`src/rtl/aes_block_packer_if.sv`:
```
// Handshake and AES-core bus between the register-write FIFO, the packer and the AES core.
// The slave modport is the packer's view; master is the surrounding logic (FIFO, core, reader).
interface aes_block_packer_if;
  logic         in_valid;
  logic         in_ready;
  logic [31:0]  in_data;
  logic         in_sel;
  logic [127:0] aes_key;
  logic         aes_key_load;
  logic [127:0] aes_pt;
  logic         aes_start;
  logic         aes_done;
  logic [127:0] aes_ct;
  logic         out_valid;
  logic         out_ready;
  logic [31:0]  out_data;

  modport master (
    output in_valid, in_data, in_sel, aes_done, aes_ct, out_ready,
    input  in_ready, aes_key, aes_key_load, aes_pt, aes_start, out_valid, out_data
  );

  modport slave (
    input  in_valid, in_data, in_sel, aes_done, aes_ct, out_ready,
    output in_ready, aes_key, aes_key_load, aes_pt, aes_start, out_valid, out_data
  );
endinterface

```
`src/rtl/aes_block_packer.sv`:
```
// Packs 32-bit FIFO words into 128-bit AES key/plaintext blocks, launches the core and
// streams the 128-bit ciphertext back out as four big-endian 32-bit words.
module aes_block_packer #(
  parameter int unsigned TIMEOUT_CYCLES = 1024,
  parameter int unsigned BLK_CNT_W      = 16
) (
  input  logic                 clk_main_a0,
  input  logic                 rst_main_n_sync,
  input  logic                 soft_clr,
  aes_block_packer_if.slave    bus,
  output logic [BLK_CNT_W-1:0] blk_count,
  output logic                 key_loaded,
  output logic                 err_no_key,
  output logic                 err_timeout
);

  localparam int unsigned     TmoW    = (TIMEOUT_CYCLES > 2) ? $clog2(TIMEOUT_CYCLES) : 1;
  localparam logic [TmoW-1:0] TmoLast = TmoW'(TIMEOUT_CYCLES - 1);

  typedef enum logic [1:0] {StCollect, StLaunch, StWait, StDrain} state_e;

  state_e               r_state, w_state_next;
  logic [127:0]         r_key, r_pt, r_ct;
  logic [1:0]           r_kidx, r_didx, r_oidx;
  logic                 r_key_load, r_key_loaded, r_err_no_key, r_err_timeout;
  logic [BLK_CNT_W-1:0] r_blk_cnt;
  logic [TmoW-1:0]      r_tmo_cnt;

  logic w_in_ready, w_aes_start, w_out_valid;
  logic w_accept, w_key_wr, w_data_wr, w_key_last, w_data_last;
  logic w_out_acc, w_out_last, w_done, w_tmo;

  assign w_accept    = bus.in_valid & w_in_ready;
  assign w_key_wr    = w_accept & bus.in_sel;
  assign w_data_wr   = w_accept & ~bus.in_sel;
  assign w_key_last  = w_key_wr & (r_kidx == 2'd3);
  assign w_data_last = w_data_wr & (r_didx == 2'd3);
  assign w_out_acc   = w_out_valid & bus.out_ready;
  assign w_out_last  = w_out_acc & (r_oidx == 2'd3);
  assign w_done      = (r_state == StWait) & bus.aes_done;
  // Counter counts cycles since aes_start, so it hits TmoLast TIMEOUT_CYCLES-1 cycles later.
  assign w_tmo       = (r_state == StWait) & ~bus.aes_done & (r_tmo_cnt == TmoLast);

  always_ff @(posedge clk_main_a0 or negedge rst_main_n_sync) begin
    if (!rst_main_n_sync) r_state <= StCollect;
    else                  r_state <= w_state_next;
  end

  always_comb begin
    w_state_next = r_state;
    if (soft_clr) begin
      w_state_next = StCollect;
    end else begin
      unique case (r_state)
        StCollect: if (w_data_last && r_key_loaded) w_state_next = StLaunch;
        StLaunch:  w_state_next = StWait;
        StWait:    if (w_done) w_state_next = StDrain;
                   else if (w_tmo) w_state_next = StCollect;
        StDrain:   if (w_out_last) w_state_next = StCollect;
        default:   w_state_next = StCollect;
      endcase
    end
  end

  // Handshake outputs are gated by reset and soft_clr so nothing transfers in those cycles.
  always_comb begin
    w_in_ready  = 1'b0;
    w_aes_start = 1'b0;
    w_out_valid = 1'b0;
    if (rst_main_n_sync && !soft_clr) begin
      unique case (r_state)
        StCollect: w_in_ready  = 1'b1;
        StLaunch:  w_aes_start = 1'b1;
        StDrain:   w_out_valid = 1'b1;
        default:   ;
      endcase
    end
  end

  always_ff @(posedge clk_main_a0 or negedge rst_main_n_sync) begin
    if (!rst_main_n_sync) begin
      r_key         <= '0;
      r_pt          <= '0;
      r_ct          <= '0;
      r_kidx        <= '0;
      r_didx        <= '0;
      r_oidx        <= '0;
      r_key_load    <= 1'b0;
      r_key_loaded  <= 1'b0;
      r_err_no_key  <= 1'b0;
      r_err_timeout <= 1'b0;
      r_blk_cnt     <= '0;
      r_tmo_cnt     <= '0;
    end else begin
      r_key_load <= w_key_last;
      if (soft_clr) begin
        r_kidx        <= '0;
        r_didx        <= '0;
        r_oidx        <= '0;
        r_err_no_key  <= 1'b0;
        r_err_timeout <= 1'b0;
        r_tmo_cnt     <= '0;
      end else begin
        // Big-endian: index 0 lands in bits [127:96].
        if (w_key_wr) begin
          r_key[{~r_kidx, 5'd0} +: 32] <= bus.in_data;
          r_kidx                       <= r_kidx + 2'd1;
          if (w_key_last) r_key_loaded <= 1'b1;
        end
        if (w_data_wr) begin
          r_pt[{~r_didx, 5'd0} +: 32] <= bus.in_data;
          r_didx                      <= r_didx + 2'd1;
          if (w_data_last && !r_key_loaded) r_err_no_key <= 1'b1;
        end
        if (r_state == StLaunch || r_state == StWait) r_tmo_cnt <= r_tmo_cnt + 1'b1;
        else                                          r_tmo_cnt <= '0;
        if (w_tmo)  r_err_timeout <= 1'b1;
        if (w_done) r_ct <= bus.aes_ct;
        if (w_out_acc) begin
          r_oidx <= r_oidx + 2'd1;
          if (w_out_last) r_blk_cnt <= r_blk_cnt + 1'b1;
        end
      end
    end
  end

  assign bus.in_ready     = w_in_ready;
  assign bus.aes_key      = r_key;
  assign bus.aes_key_load = r_key_load;
  assign bus.aes_pt       = r_pt;
  assign bus.aes_start    = w_aes_start;
  assign bus.out_valid    = w_out_valid;
  assign bus.out_data     = r_ct[{~r_oidx, 5'd0} +: 32];

  assign blk_count   = r_blk_cnt;
  assign key_loaded  = r_key_loaded;
  assign err_no_key  = r_err_no_key;
  assign err_timeout = r_err_timeout;

endmodule

```
`src/flat_wrapper.sv`:
```
// flat-port wrapper written by rule: the top's interface ports become plain ports
module aes_block_packer_flat 
#(
  parameter int unsigned TIMEOUT_CYCLES = 1024,
  parameter int unsigned BLK_CNT_W      = 16
)
  (clk_main_a0, rst_main_n_sync, soft_clr, blk_count, key_loaded, err_no_key, err_timeout, bus_in_valid, bus_in_data, bus_in_sel, bus_aes_done, bus_aes_ct, bus_out_ready, bus_in_ready, bus_aes_key, bus_aes_key_load, bus_aes_pt, bus_aes_start, bus_out_valid, bus_out_data);
  aes_block_packer_if bus_i ();
  input  logic clk_main_a0;
  input  logic rst_main_n_sync;
  input  logic soft_clr;
  output logic [BLK_CNT_W-1:0] blk_count;
  output logic key_loaded;
  output logic err_no_key;
  output logic err_timeout;
  input wire logic [$bits(bus_i.in_valid)-1:0] bus_in_valid;
  input wire logic [$bits(bus_i.in_data)-1:0] bus_in_data;
  input wire logic [$bits(bus_i.in_sel)-1:0] bus_in_sel;
  input wire logic [$bits(bus_i.aes_done)-1:0] bus_aes_done;
  input wire logic [$bits(bus_i.aes_ct)-1:0] bus_aes_ct;
  input wire logic [$bits(bus_i.out_ready)-1:0] bus_out_ready;
  output wire logic [$bits(bus_i.in_ready)-1:0] bus_in_ready;
  output wire logic [$bits(bus_i.aes_key)-1:0] bus_aes_key;
  output wire logic [$bits(bus_i.aes_key_load)-1:0] bus_aes_key_load;
  output wire logic [$bits(bus_i.aes_pt)-1:0] bus_aes_pt;
  output wire logic [$bits(bus_i.aes_start)-1:0] bus_aes_start;
  output wire logic [$bits(bus_i.out_valid)-1:0] bus_out_valid;
  output wire logic [$bits(bus_i.out_data)-1:0] bus_out_data;
  assign bus_i.in_valid = bus_in_valid;
  assign bus_i.in_data = bus_in_data;
  assign bus_i.in_sel = bus_in_sel;
  assign bus_i.aes_done = bus_aes_done;
  assign bus_i.aes_ct = bus_aes_ct;
  assign bus_i.out_ready = bus_out_ready;
  assign bus_in_ready = bus_i.in_ready;
  assign bus_aes_key = bus_i.aes_key;
  assign bus_aes_key_load = bus_i.aes_key_load;
  assign bus_aes_pt = bus_i.aes_pt;
  assign bus_aes_start = bus_i.aes_start;
  assign bus_out_valid = bus_i.out_valid;
  assign bus_out_data = bus_i.out_data;
  aes_block_packer #(.TIMEOUT_CYCLES(TIMEOUT_CYCLES), .BLK_CNT_W(BLK_CNT_W)) u_core (.clk_main_a0(clk_main_a0), .rst_main_n_sync(rst_main_n_sync), .soft_clr(soft_clr), .bus(bus_i), .blk_count(blk_count), .key_loaded(key_loaded), .err_no_key(err_no_key), .err_timeout(err_timeout));
endmodule
```
`config.mk`:
```
export PLATFORM = sky130hd
export DESIGN_NAME = aes_block_packer_flat
export DESIGN_NICKNAME = d
export VERILOG_FILES = /design/src/rtl/aes_block_packer_if.sv /design/src/rtl/aes_block_packer.sv /design/src/flat_wrapper.sv
export SDC_FILE = /design/constraint.sdc
export NUM_CORES = 1
export LEC_CHECK = 0
export CAP_MARGIN = 10
export CELL_PAD_IN_SITES_DETAIL_PLACEMENT = 2
export CELL_PAD_IN_SITES_GLOBAL_PLACEMENT = 2
export CORE_UTILIZATION = 28
export CTS_CLUSTER_SIZE = 40
export DETAILED_ROUTE_END_ITERATION = 7
export PLACE_DENSITY_LB_ADDON = 0.1
export SLEW_MARGIN = 10
export SYNTH_ARGS = -nofsm -noshare
export SYNTH_HDL_FRONTEND = slang
export SYNTH_SLANG_ARGS = --single-unit
export TNS_END_PERCENT = 50
```
`constraint.sdc`:
```
create_clock -name clk_main_a0 -period 1.9 [get_ports clk_main_a0]
set_clock_uncertainty 0.2 [all_clocks]
set_input_delay 0.38 -clock clk_main_a0 [delete_from_list [all_inputs] [get_ports clk_main_a0]]
set_output_delay 0.38 -clock clk_main_a0 [all_outputs]
set_load 0.02 [all_outputs]
```
Yosys cells after proc, flatten, opt, wreduce, memory -nomap -nowiden
Cells that the tools add are included.
- flip-flop bits (word level): 422
- bits of input ports: 167
- word-level logic and storage cells: 97
- add/subtract/negate cells: 7
- equal/unequal tests: 10
- shifts and indexed selects: 5
- multiplexer cells: 27
- bitwise operators: 16
- reduce and logical (&&, ||, !) cells: 19
- operators by type and width (kind ; number):
    128-bit bitwise mux ; 2
    32-bit by 9-bit variable shift with 128-bit output (first input constant) ; 2
    32-bit by 9-bit variable part select with 128-bit output ; 2
    128-bit by 8-bit variable part select with 32-bit output ; 1
    2-bit 2-to-1 mux ; 11
    10-bit 2-to-1 mux ; 2
    7-bit negator with 9-bit output ; 2
    16-bit by 1-bit adder with 16-bit output (second input constant) ; 1
    1-bit 2-to-1 mux ; 11
    10-bit by 1-bit adder with 10-bit output (second input constant) ; 1
    1-bit bitwise AND ; 10
    10-bit == test (second input constant) ; 1
    2-bit == test (second input constant) ; 5
    2-bit nonzero test ; 5
    3-bit AND reduction ; 3
    2-bit case mux with 4 select lines ; 1
    2-bit AND reduction ; 4
    2-bit by 1-bit adder with 2-bit output (second input constant) ; 3
    3-bit by 2-bit inequality test with 1-bit output (second input constant) ; 2
    2-bit inverter ; 3
    4-bit by 2-bit inequality test with 1-bit output (second input constant) ; 1
    1-bit logical AND ; 3
    1-bit inverter ; 3
    2-bit by 1-bit == test with 1-bit output (second input constant) ; 1
    3 further kinds ; 4

Logic depth before layout (Yosys ltp)
Gate-level depths: netlist (run 1).
- depth in word-level cells: 10
- mapped depth: 8
- gate-level depth less buffers: 6

Worst setup path after synthesis (run 1)
OpenSTA, ideal clock, no wires.
- path type: register -> output
- start point: reg u_core.r_oidx[0]
- end point: out bus_out_data[10]
- arrival: 1.526 ns
- path slack: -0.206 ns
- cell stages (with the launch flop): 4
- cell sequence: dfrtp_1 -> clkbuf_1 -> buf_2 -> mux4_2
- longest elaborated chain between the ends: 2
- ends and longest elaborated chain (element ; RTL line ; source):
    start, declared ; aes_block_packer.sv:24 ; logic [1:0] r_kidx, r_didx, r_oidx;
    start signal, assigned ; aes_block_packer.sv:120 ; r_oidx <= r_oidx + 2'd1;
    2-bit inverter ; aes_block_packer.sv:133 ; assign bus.out_data = r_ct[{~r_oidx, 5'd0} +: 32];
    128-bit by 8-bit variable part select with 32-bit output ; aes_block_packer.sv:133 ;
    end, declared ; flat_wrapper.sv:28 ; output wire logic [$bits(bus_i.out_data)-1:0] bus_out_data;
No other way between the ends.

Final worst setup path (run 1)
- start point: reg u_core.r_oidx[0]
- end point: out bus_out_data[18]
The elaborated chain is that of the path after synthesis.

==> results of run 1 <==
worst max-delay path by stage:
stage	cells past startpoint	from	end	slack, ns
floorplan	6	u_core.r_kidx[0]$_DFFE_PN0P_	u_core.bus.aes_key[2]$_DFFE_PN0P_	-0.06
global placement	7	soft_clr	u_core.blk_count[15]$_DFFE_PN0P_	-0.61
detailed placement	7	soft_clr	u_core.blk_count[15]$_DFFE_PN0P_	-0.62
CTS	4	u_core.r_oidx[0]$_DFFE_PN0P_	bus_out_data[18]	-0.78
global route	4	u_core.r_oidx[0]$_DFFE_PN0P_	bus_out_data[18]	-0.78
finish	4	u_core.r_oidx[0]$_DFFE_PN0P_	bus_out_data[18]	-0.71
layout by cell type (no fill, tap or decap), drive strengths merged, types with 12 or more instances in the layout:
master / instances
nand2: 272
ha: 17
dfrtp: 422
o21ai: 260
buf: 292
inv: 139
dlygate4sd2: 19
mux2: 130
nor2: 23
nand3: 143
mux4: 32
xor2: 12
clkbuf: 120
clkdlybuf4s15: 246
clkdlybuf4s50: 165
sequential cells by signal, indices dropped and copies added, names as in the netlist, 2 cells and up:
name / count
u_core.bus.aes_key: 128
u_core.r_ct: 128
u_core.r_state: 2
u_core.r_kidx: 2
u_core.bus.aes_pt: 128
u_core.blk_count: 16
u_core.r_didx: 2
u_core.r_oidx: 2
u_core.r_tmo_cnt: 10
where the power goes:
group | switching (mW) | internal [mW] | total [mW] | leakage (nW)
Combinational | 2.88 | 2.16 | 5.03 | 7.84
Clock | 3.97 | 5.76 | 9.73 | 0.804
Sequential | 0.533 | 9.77 | 10.3 | 5.34
Total | 7.38 | 17.7 | 25.1 | 14.0
routing by layer:
| metal | routed length (um) | share of wire, % | up-vias | track usage (%) |
|---|---|---|---|---|
| li1 | - | - | 6904 | - |
| met1 | 36980 | 42 | 8398 | 29.69 |
| met2 | 44650 | 50 | 407 | 39.43 |
| met3 | 4303 | 4.8 | 147 | 4.881 |
| met4 | 2829 | 3.2 | 4 | 7.078 |
| met5 | 25 | 0.028 | - | 0 |
through the flow:
stage | cell area [um^2] | hold slack [ns]
global placement | 24600 | 0.2277
floorplan | 18060 | -0.1156
global route | 31270 | 0.1065
CTS | 27870 | 0.1621
finish | 31270 | 0.1509
detailed placement | 24600 | 0.2191
layout make-up:
class | instances | area [um^2] | share of cell area (%)
multi-input combinational | 960 | 8429 | 26.96
clock buffer | 84 | 1583 | 5.062
clock inverter | 5 | 50.05 | 0.1601
antenna | 4 | 10.01 | 0.03201
sequential | 422 | 10570 | 33.79
inverter | 140 | 533.0 | 1.705
tap | 846 | 1059 | 3.385
timing repair buffer | 759 | 9040 | 28.91
timing repair:
item	CTS	global route
endpoints found under the setup margin	712	667
pin swaps	31	95
gates cloned	19	58
buffers inserted	41	41
endpoints found under the hold margin	211	0
gates resized for setup	1123	593
hold buffers	1	0
kinds of logic after synthesis:
group | count (synthesis)
multiplexers | 162
adder cells (fa/ha/maj) | 17
buffers and inverters | 272
AO/OA/AOI/OAI | 273
flip-flops | 422
XOR/XNOR | 23
AND/OR/NAND/NOR | 484
worst max-delay path, stage by stage, from the launching register on:
cell and delay (ns):
sky130_fd_sc_hd__dfrtp_2 0.46, sky130_fd_sc_hd__buf_12 0.17, sky130_fd_sc_hd__buf_12 0.12, sky130_fd_sc_hd__mux4_2 0.52, sky130_fd_sc_hd__buf_6 0.16
==> results by stage, run 1 <==
Status:
- The flow ran to the end, but the final reports show violations.
- The final reports fail on negative setup slack.

Routing:
- The total DRC errors in the routed layout is 0.
- For this block, the via count after detailed routing is 15860.
- The via-per-instance ratio is 4.925.
- The remaining antenna violation count after routing is 0.
- The first-pass detailed-route iteration total is 5.
- After detailed routing, the average wire length per cell comes to ~28 um.
- The final wirelength is just under 90 mm.
- The detailed router finished its first iteration with 836 violations.

Die:
- The die extent in x is 255.4 um.
- The die is about 260 um tall.
- For this configuration, the core starts out at a cell density of between 20% and 30%.
- In this run the count of I/O pins placed on the die edge is about 480.
- The floorplan step defined a die boundary enclosing about 0.065 mm^2.
- The floorplan row count is between 90 and 100.
- In this run the standard cell core region covers roughly 0.063 mm^2.

Power:
- The analysis attributes to cell leakage a power of between 10 and 15 nW.
- Power spread over the standard cell area amounts to around 800 mW/mm^2.
- The largest voltage drop on the vdd net is 0.0006168 V.
- The overall power is 25.07 mW.

Timing:
- Setup violations remaining at the end of the flow were counted as between 400 and 500.
- The final number of hold-violating endpoints is 0.
- The headroom to the max-slew limit is a little over a third.
- The measured slew at the worst slew-check pin is between 0.9 and 1 ns.
- Setup repair after global routing could not meet its margin everywhere.
- After layout, the worst path uses 137.5% of the clock period.
- Summed over all failing endpoints, the final setup total negative slack is -146.69 ns.
- The smallest setup slack after layout is -0.7123 ns.
- Based on the critical path, the design can be clocked at up to roughly 380 MHz.
- The number of pins with negative max-slew slack in the final report is 0.
- After layout, the minimum clock period comes to roughly 2.6 ns.

Critical path:
- The worst setup path is captured at an output pin.
- The worst register-to-register path begins at u_core.r_state[0]$_DFFE_PN0P_.
- In this run the critical register-to-register path is captured at u_core.bus.aes_pt[56]$_DFFE_PN0P_.
- The setup slack of the worst register-to-register path is -0.45 ns.
- The path type of the worst setup path is register to output pin.
- The critical path startpoint category is a register.
- Measured in cells, the most critical reg-to-reg path has a length of 12.
- The critical path data arrival time is between 2 and 2.5 ns.
- In this run the worst path has a maximum fanout of 5.
- Data on the critical path is required at its endpoint by around 1.3 ns.

Final layout:
- The number of nets at the end of the flow is 2518.
- At the end of the flow the core is filled with cells to around half.
- The layout overhead on the synthesized area is 73.91%.
- The number of standard cells in the final layout excluding fillers is approximately 3200.
- The layout has approximately 6100 filler cells.
- The post-route netlist has between 40% and 50% of its cells at a drive strength greater than 1.

CTS:
- The level count of the clock H-tree is 2.
- TritonCTS built the clock tree.
- The number of clock buffers added by TritonCTS is 51.
- The insertion delay to the later sink of the worst-skew pair is between 0.5 and 0.6 ns.
- The clock transition at the register clock pins on the worst setup and hold paths after CTS is ~0.060 ns.
- The buffer depth of the longest clock path is 3.
- The tree is rooted in a sky130_fd_sc_hd__clkbuf_16.
- The clock sink count is 422.

Logic synthesis:
- During synthesis, Yosys emitted a total of 0 warnings.
- In the synthesized netlist, the cells that appear most often are sky130_fd_sc_hd__dfrtp_1, sky130_fd_sc_hd__nand2_1, sky130_fd_sc_hd__o21ai_0.
- In the synthesized netlist the async set-or-reset flop fraction comes to 100.0%.
- The complex-gate fraction of the synthesized area is between 7 and 8%.
- The post-synth net total is roughly 1800.
- The share of synthesized area occupied by flip-flops and latches is between 50% and 60%.
- After synthesis, the cell types taking the most area are sky130_fd_sc_hd__dfrtp_1, sky130_fd_sc_hd__mux2_2, sky130_fd_sc_hd__o21ai_0.
- The most frequently used flop master after synthesis is sky130_fd_sc_hd__dfrtp_1.
- The basic-gate share of the synthesized area counting and, or, nand and nor cells is 12.61%.
- Yosys instantiated no cell more often than sky130_fd_sc_hd__dfrtp_1.
- In this run, distinct cell masters in the synthesized netlist total 47.
- The cell taking the most area after synthesis is sky130_fd_sc_hd__dfrtp_1.
- Synthesis handed over a netlist of roughly 1700 instances.
- Summing the areas of all xor and xnor instances in the mapped netlist gives under 10% of the synthesized area.
- After Yosys synthesis, full adders, half adders and majority gates account for about 1.2% of the synthesized area.
- The number of enable-type register cells in the synthesized netlist is 0.
- The number of synthesized register bits is 422.
- The fraction of post-synthesis cell area in the top cell type by area is between 50% and 60%.
- The mean area per synthesized cell is about 11 um^2.
- The synthesized cell area is 0.01798 mm^2.
- By area, the combinational part of the netlist is dominated by simple AND/OR/NAND/NOR gates.
- The portion of synthesized area spent on multiplexers is approximately 12%.

Place:
- The post-place setup slack is -0.6220 ns.
- The routability congestion estimate is approximately 0.76.
- During placement, the flow inserted port buffers numbering about 480.
- The estimated wirelength of the detail-placed design is ~50 mm.
- The cell count after placement is 2973.

Min path:
- The tightest min-delay check is of the primary input to asynchronous set/reset pin type.

GRT:
- The global-route total usage across every layer is a little under a quarter.
- The first global-routing pass estimated 114.6 mm of wire.
- The initial antenna violation count came to 6.
- The via count of the first global-routing pass was 17080.
- Global routing finished with a remaining overflow of 0.
- Entering global routing, the biggest net connects around 140 pins.

Run:
- Max-cap violations in this run came to 0.
No activity file was read; power rests on OpenSTA's default activity.
==> run 2, diff against run 1 <==
CORE_MARGIN = 5   (was not set)
SLEW_MARGIN = 20   (was 10)
==> run 2 against run 1 <==
Compared with the run above:
- the flow still finishes with violations (negative setup slack)
- combinational power fell by 2%
- hold slack improved by 0.049 ns
- core utilization down 1.9 points
- largest power group unchanged
==> results by stage, run 2 (same netlist as run 1, synthesis figures left out) <==
Timing:
- The smallest setup slack after layout is -0.6366 ns (+0.07571 ns).
- The count of final setup violators came to 443 (-3.9%).
- The measured slew at the worst slew-check pin was 0.7383 ns (-0.2204 ns).
- The number of pins with negative max-slew slack in the final report came to 0 (unchanged).
- The final number of hold-violating endpoints was 0 (unchanged).
- The final critical path time including I/O delays and setup is 2.537 ns (-0.07571 ns).
- The final cycle utilization of the critical path is 133.5% (-4.0 points).
- The headroom to the max-slew limit is 50.78% (+15 points).
- The highest clock rate is 394.2 MHz (+3.0%).
- Setup repair after global routing could not meet its margin everywhere.

CTS:
- The clock sink count is 422 (unchanged).
- The total CTS buffers is 51 (unchanged).
- The insertion delay to the later sink of the worst-skew pair was 0.59 ns (about the same).
- The buffer depth of the longest clock path is 3 (unchanged).
- The CTS tree is yes.
- The level count of the clock H-tree is 2 (unchanged).
- The tree is rooted in a sky130_fd_sc_hd__clkbuf_16.
- The clock transition at the register clock pins on the worst setup and hold paths after CTS is 0.06 ns (about the same).

Critical path:
- The required time reported for the critical path endpoint is 1.32 ns (about the same).
- STA classifies the critical path endpoint as an output pin.
- The worst setup path is launched from a register.
- The critical path data arrival time is 1.96 ns (-0.07 ns).
- The path type of the worst setup path is register to output pin.
- The biggest fanout along the worst timing path was 5 (unchanged).

Die:
- The total die area was 0.06938 mm^2 (+6.4%).
- The number of I/O pins is 478 (unchanged).
- The die extent in x is 263.4 um (+3.1%).
- The floorplan row count is 93 (+1.1%).
- The placeable core area came to 0.06400 mm^2 (+1.1%).
- The starting density of the core is 28.10% (-0.31 points).
- The overall die height came to 263.4 um (+3.1%).

Routing:
- The final wirelength is 88.00 mm (-0.88%).
- The via-per-instance ratio was 4.869 (-1.1%).
- The wire length on met3 came to 4.724 mm (+9.8%).
- The routed wire length on met2 is 44.32 mm (-0.72%).
- The highest metal layer with signal wires is met5.
- The detailed-routing wirelength on met1 is 36.11 mm (-2.3%).
- The remaining antenna violation count after routing is 0 (unchanged).
- The total DRC errors in the routed layout is 0 (unchanged).
- The violation count after the first detailed-route iteration is 625 (-25%).
- The total via count in the routed design came to 15550 (-1.9%).
- The detailed-route wire length per cell is 27.55 um (about the same).
- The first-pass detailed-route iteration total is 5 (unchanged).

Power:
- The leakage power is 13.59 nW (-2.9%).
- The portion of total power attributed to combinational logic was 19.4% (-0.7 points).
- The part of the total power dissipated in the clock network is 40.2% (+1.4 points).
- The total power per unit cell area was 836.9 mW/mm^2 (+4.4%).
- The design internal power was 18.07 mW (+2.2%).
- The fraction of power spent switching nets came to 29.03% (-0.42 points).
- The part of the total power dissipated in sequential elements is 40.4% (-0.7 points).
- The net switching power was 7.390 mW (+0.12%).
- The largest voltage drop on the vdd net is 0.0005893 V (-4.5%).

Final layout:
- The commonest non-fill, non-tap cell in the layout is sky130_fd_sc_hd__dfrtp_1.
- The area of all placed cells without fillers came to 0.03042 mm^2 (-2.7%).
- The fill cell total of the finished layout is 6284 (+2.6%).
- The layout cell share with drive strength beyond 1 is 43.73% (-1.8 points).
- Leaving out fill and tap cells, the most frequent cells in the layout are sky130_fd_sc_hd__dfrtp_1, sky130_fd_sc_hd__nand2_1, sky130_fd_sc_hd__clkdlybuf4s15_2.
- The number of nets at the end of the flow is 2479 (-1.5%).
- The layout overhead on the synthesized area is 69.17%.

Place:
- The post-place setup slack is -0.6200 ns (+0.002008 ns).
- The routability congestion estimate is 0.7658 (+0.33%).
- The estimated wirelength of the detail-placed design is 50.62 mm (+1.5%).
- The quantity of I/O buffers inserted on ports was 477 (unchanged).
- The instance area after placement is 0.02459 mm^2 (about the same).

GRT:
- The via count of the first global-routing pass is 16940 (-0.83%).
- The maximum number of pins on one net before global-route repair is 121 (-11%).
- The initial antenna violation count is 4 (-2).
- The global-route congestion overflow total is 0 (unchanged).
- The first-pass GRT wire length is 114.9 mm (+0.28%).
- The global-route total usage across every layer is 21.53% (-1.7 points).

Min path:
- The class of the worst hold path is primary input to register.

Status:
- The final reports fail on negative setup slack.
- The flow ran to the end, but the final reports show violations.

Run:
- The max-cap check violation count came to 0 (unchanged).
==> run 2: timing repair <==
item	4_1_cts	5_1_grt
buffers inserted	37	34
setup endpoints to repair	715	550
endpoints found under the hold margin	284	0
cloned	19	45
hold buffers	2	0
resized for setup	1134	453
pin swaps	22	71
==> run 2: final timing paths <==
check | endpoint | cells past startpoint | startpoint | slack [ns]
max | bus_out_data[30] | 4 | u_core.r_oidx[0]$_DFFE_PN0P_ | -0.64
min | u_core.r_ct[118]$_DFFE_PN0P_ | 2 | bus_aes_ct[118] | 0.20
max reg2reg | u_core.bus.aes_pt[30]$_DFFE_PN0P_ | 13 | u_core.r_state[0]$_DFFE_PN0P_ | -0.42
min reg2reg | u_core.bus.aes_key[84]$_DFFE_PN0P_ | 2 | u_core.bus.aes_key[84]$_DFFE_PN0P_ | 0.28
max in group asynchronous | u_core.blk_count[3]$_DFFE_PN0P_ | 4 | rst_main_n_sync | 0.19
min in group asynchronous | u_core.bus.aes_key[54]$_DFFE_PN0P_ | 3 | rst_main_n_sync | 0.52
==> run 2: power by group through the flow <==
| stage | registers (mW) | clock network, mW | logic [mW] |
|---|---|---|---|
| after floorplan | 11.1 | 0 | 0.967 |
| after global placement | 10.3 | 0 | 4.50 |
| after detailed placement | 10.4 | 0 | 4.57 |
| after CTS | 10.2 | 10.5 | 4.51 |
| after global routing | 10.4 | 10.9 | 5.24 |
| final | 10.3 | 10.2 | 4.95 |
==> run 2: layer usage <==
metal | up-vias | GRT usage, %
li1 | 6837 | -
met1 | 8191 | 26.51
met2 | 396 | 37.81
met3 | 124 | 5.710
met4 | 4 | 5.314
met5 | - | 0
==> run 2: critical path, cell delays in order (launching register included) <==
cell and delay (ns):
sky130_fd_sc_hd__dfrtp_2 0.39, sky130_fd_sc_hd__buf_12 0.14, sky130_fd_sc_hd__buf_12 0.13, sky130_fd_sc_hd__mux4_2 0.54
sky130_fd_sc_hd__buf_6 0.16
==> run 2: final cells by class <==
cell class	count	area, um^2	share of cell area [%]
flip-flops and latches	422	10560	34.72
repair buffers	721	8668	28.50
multi-input cells	959	7835	25.76
clock buffers	84	1613	5.302
well taps	855	1070	3.517
inverters	140	535.5	1.760
clock inverters	11	130.1	0.4278
diodes	2	5.005	0.01645
==> run 2: metrics by stage <==
step	setup TNS [ns]	power, mW	utilization [%]	hold slack (ns)	instances
floorplan	-4.603	12.08	-	-0.1156	1653
finish	-121.94	25.46	47.53	0.2004	3194
detailed placement	-213.09	14.95	38.43	0.2697	2973
global placement	-188.00	14.84	38.43	0.2638	2973
CTS	-112.38	25.28	43.51	0.1573	3124
global route	-153.75	26.51	47.53	0.1783	3194
==> run 3, diff against run 2 <==
GPL_ROUTABILITY_DRIVEN = 0   (was not set)
==> results of run 3 <==
Same layout as run 2: the final DEF is identical, and so are final timing and power.
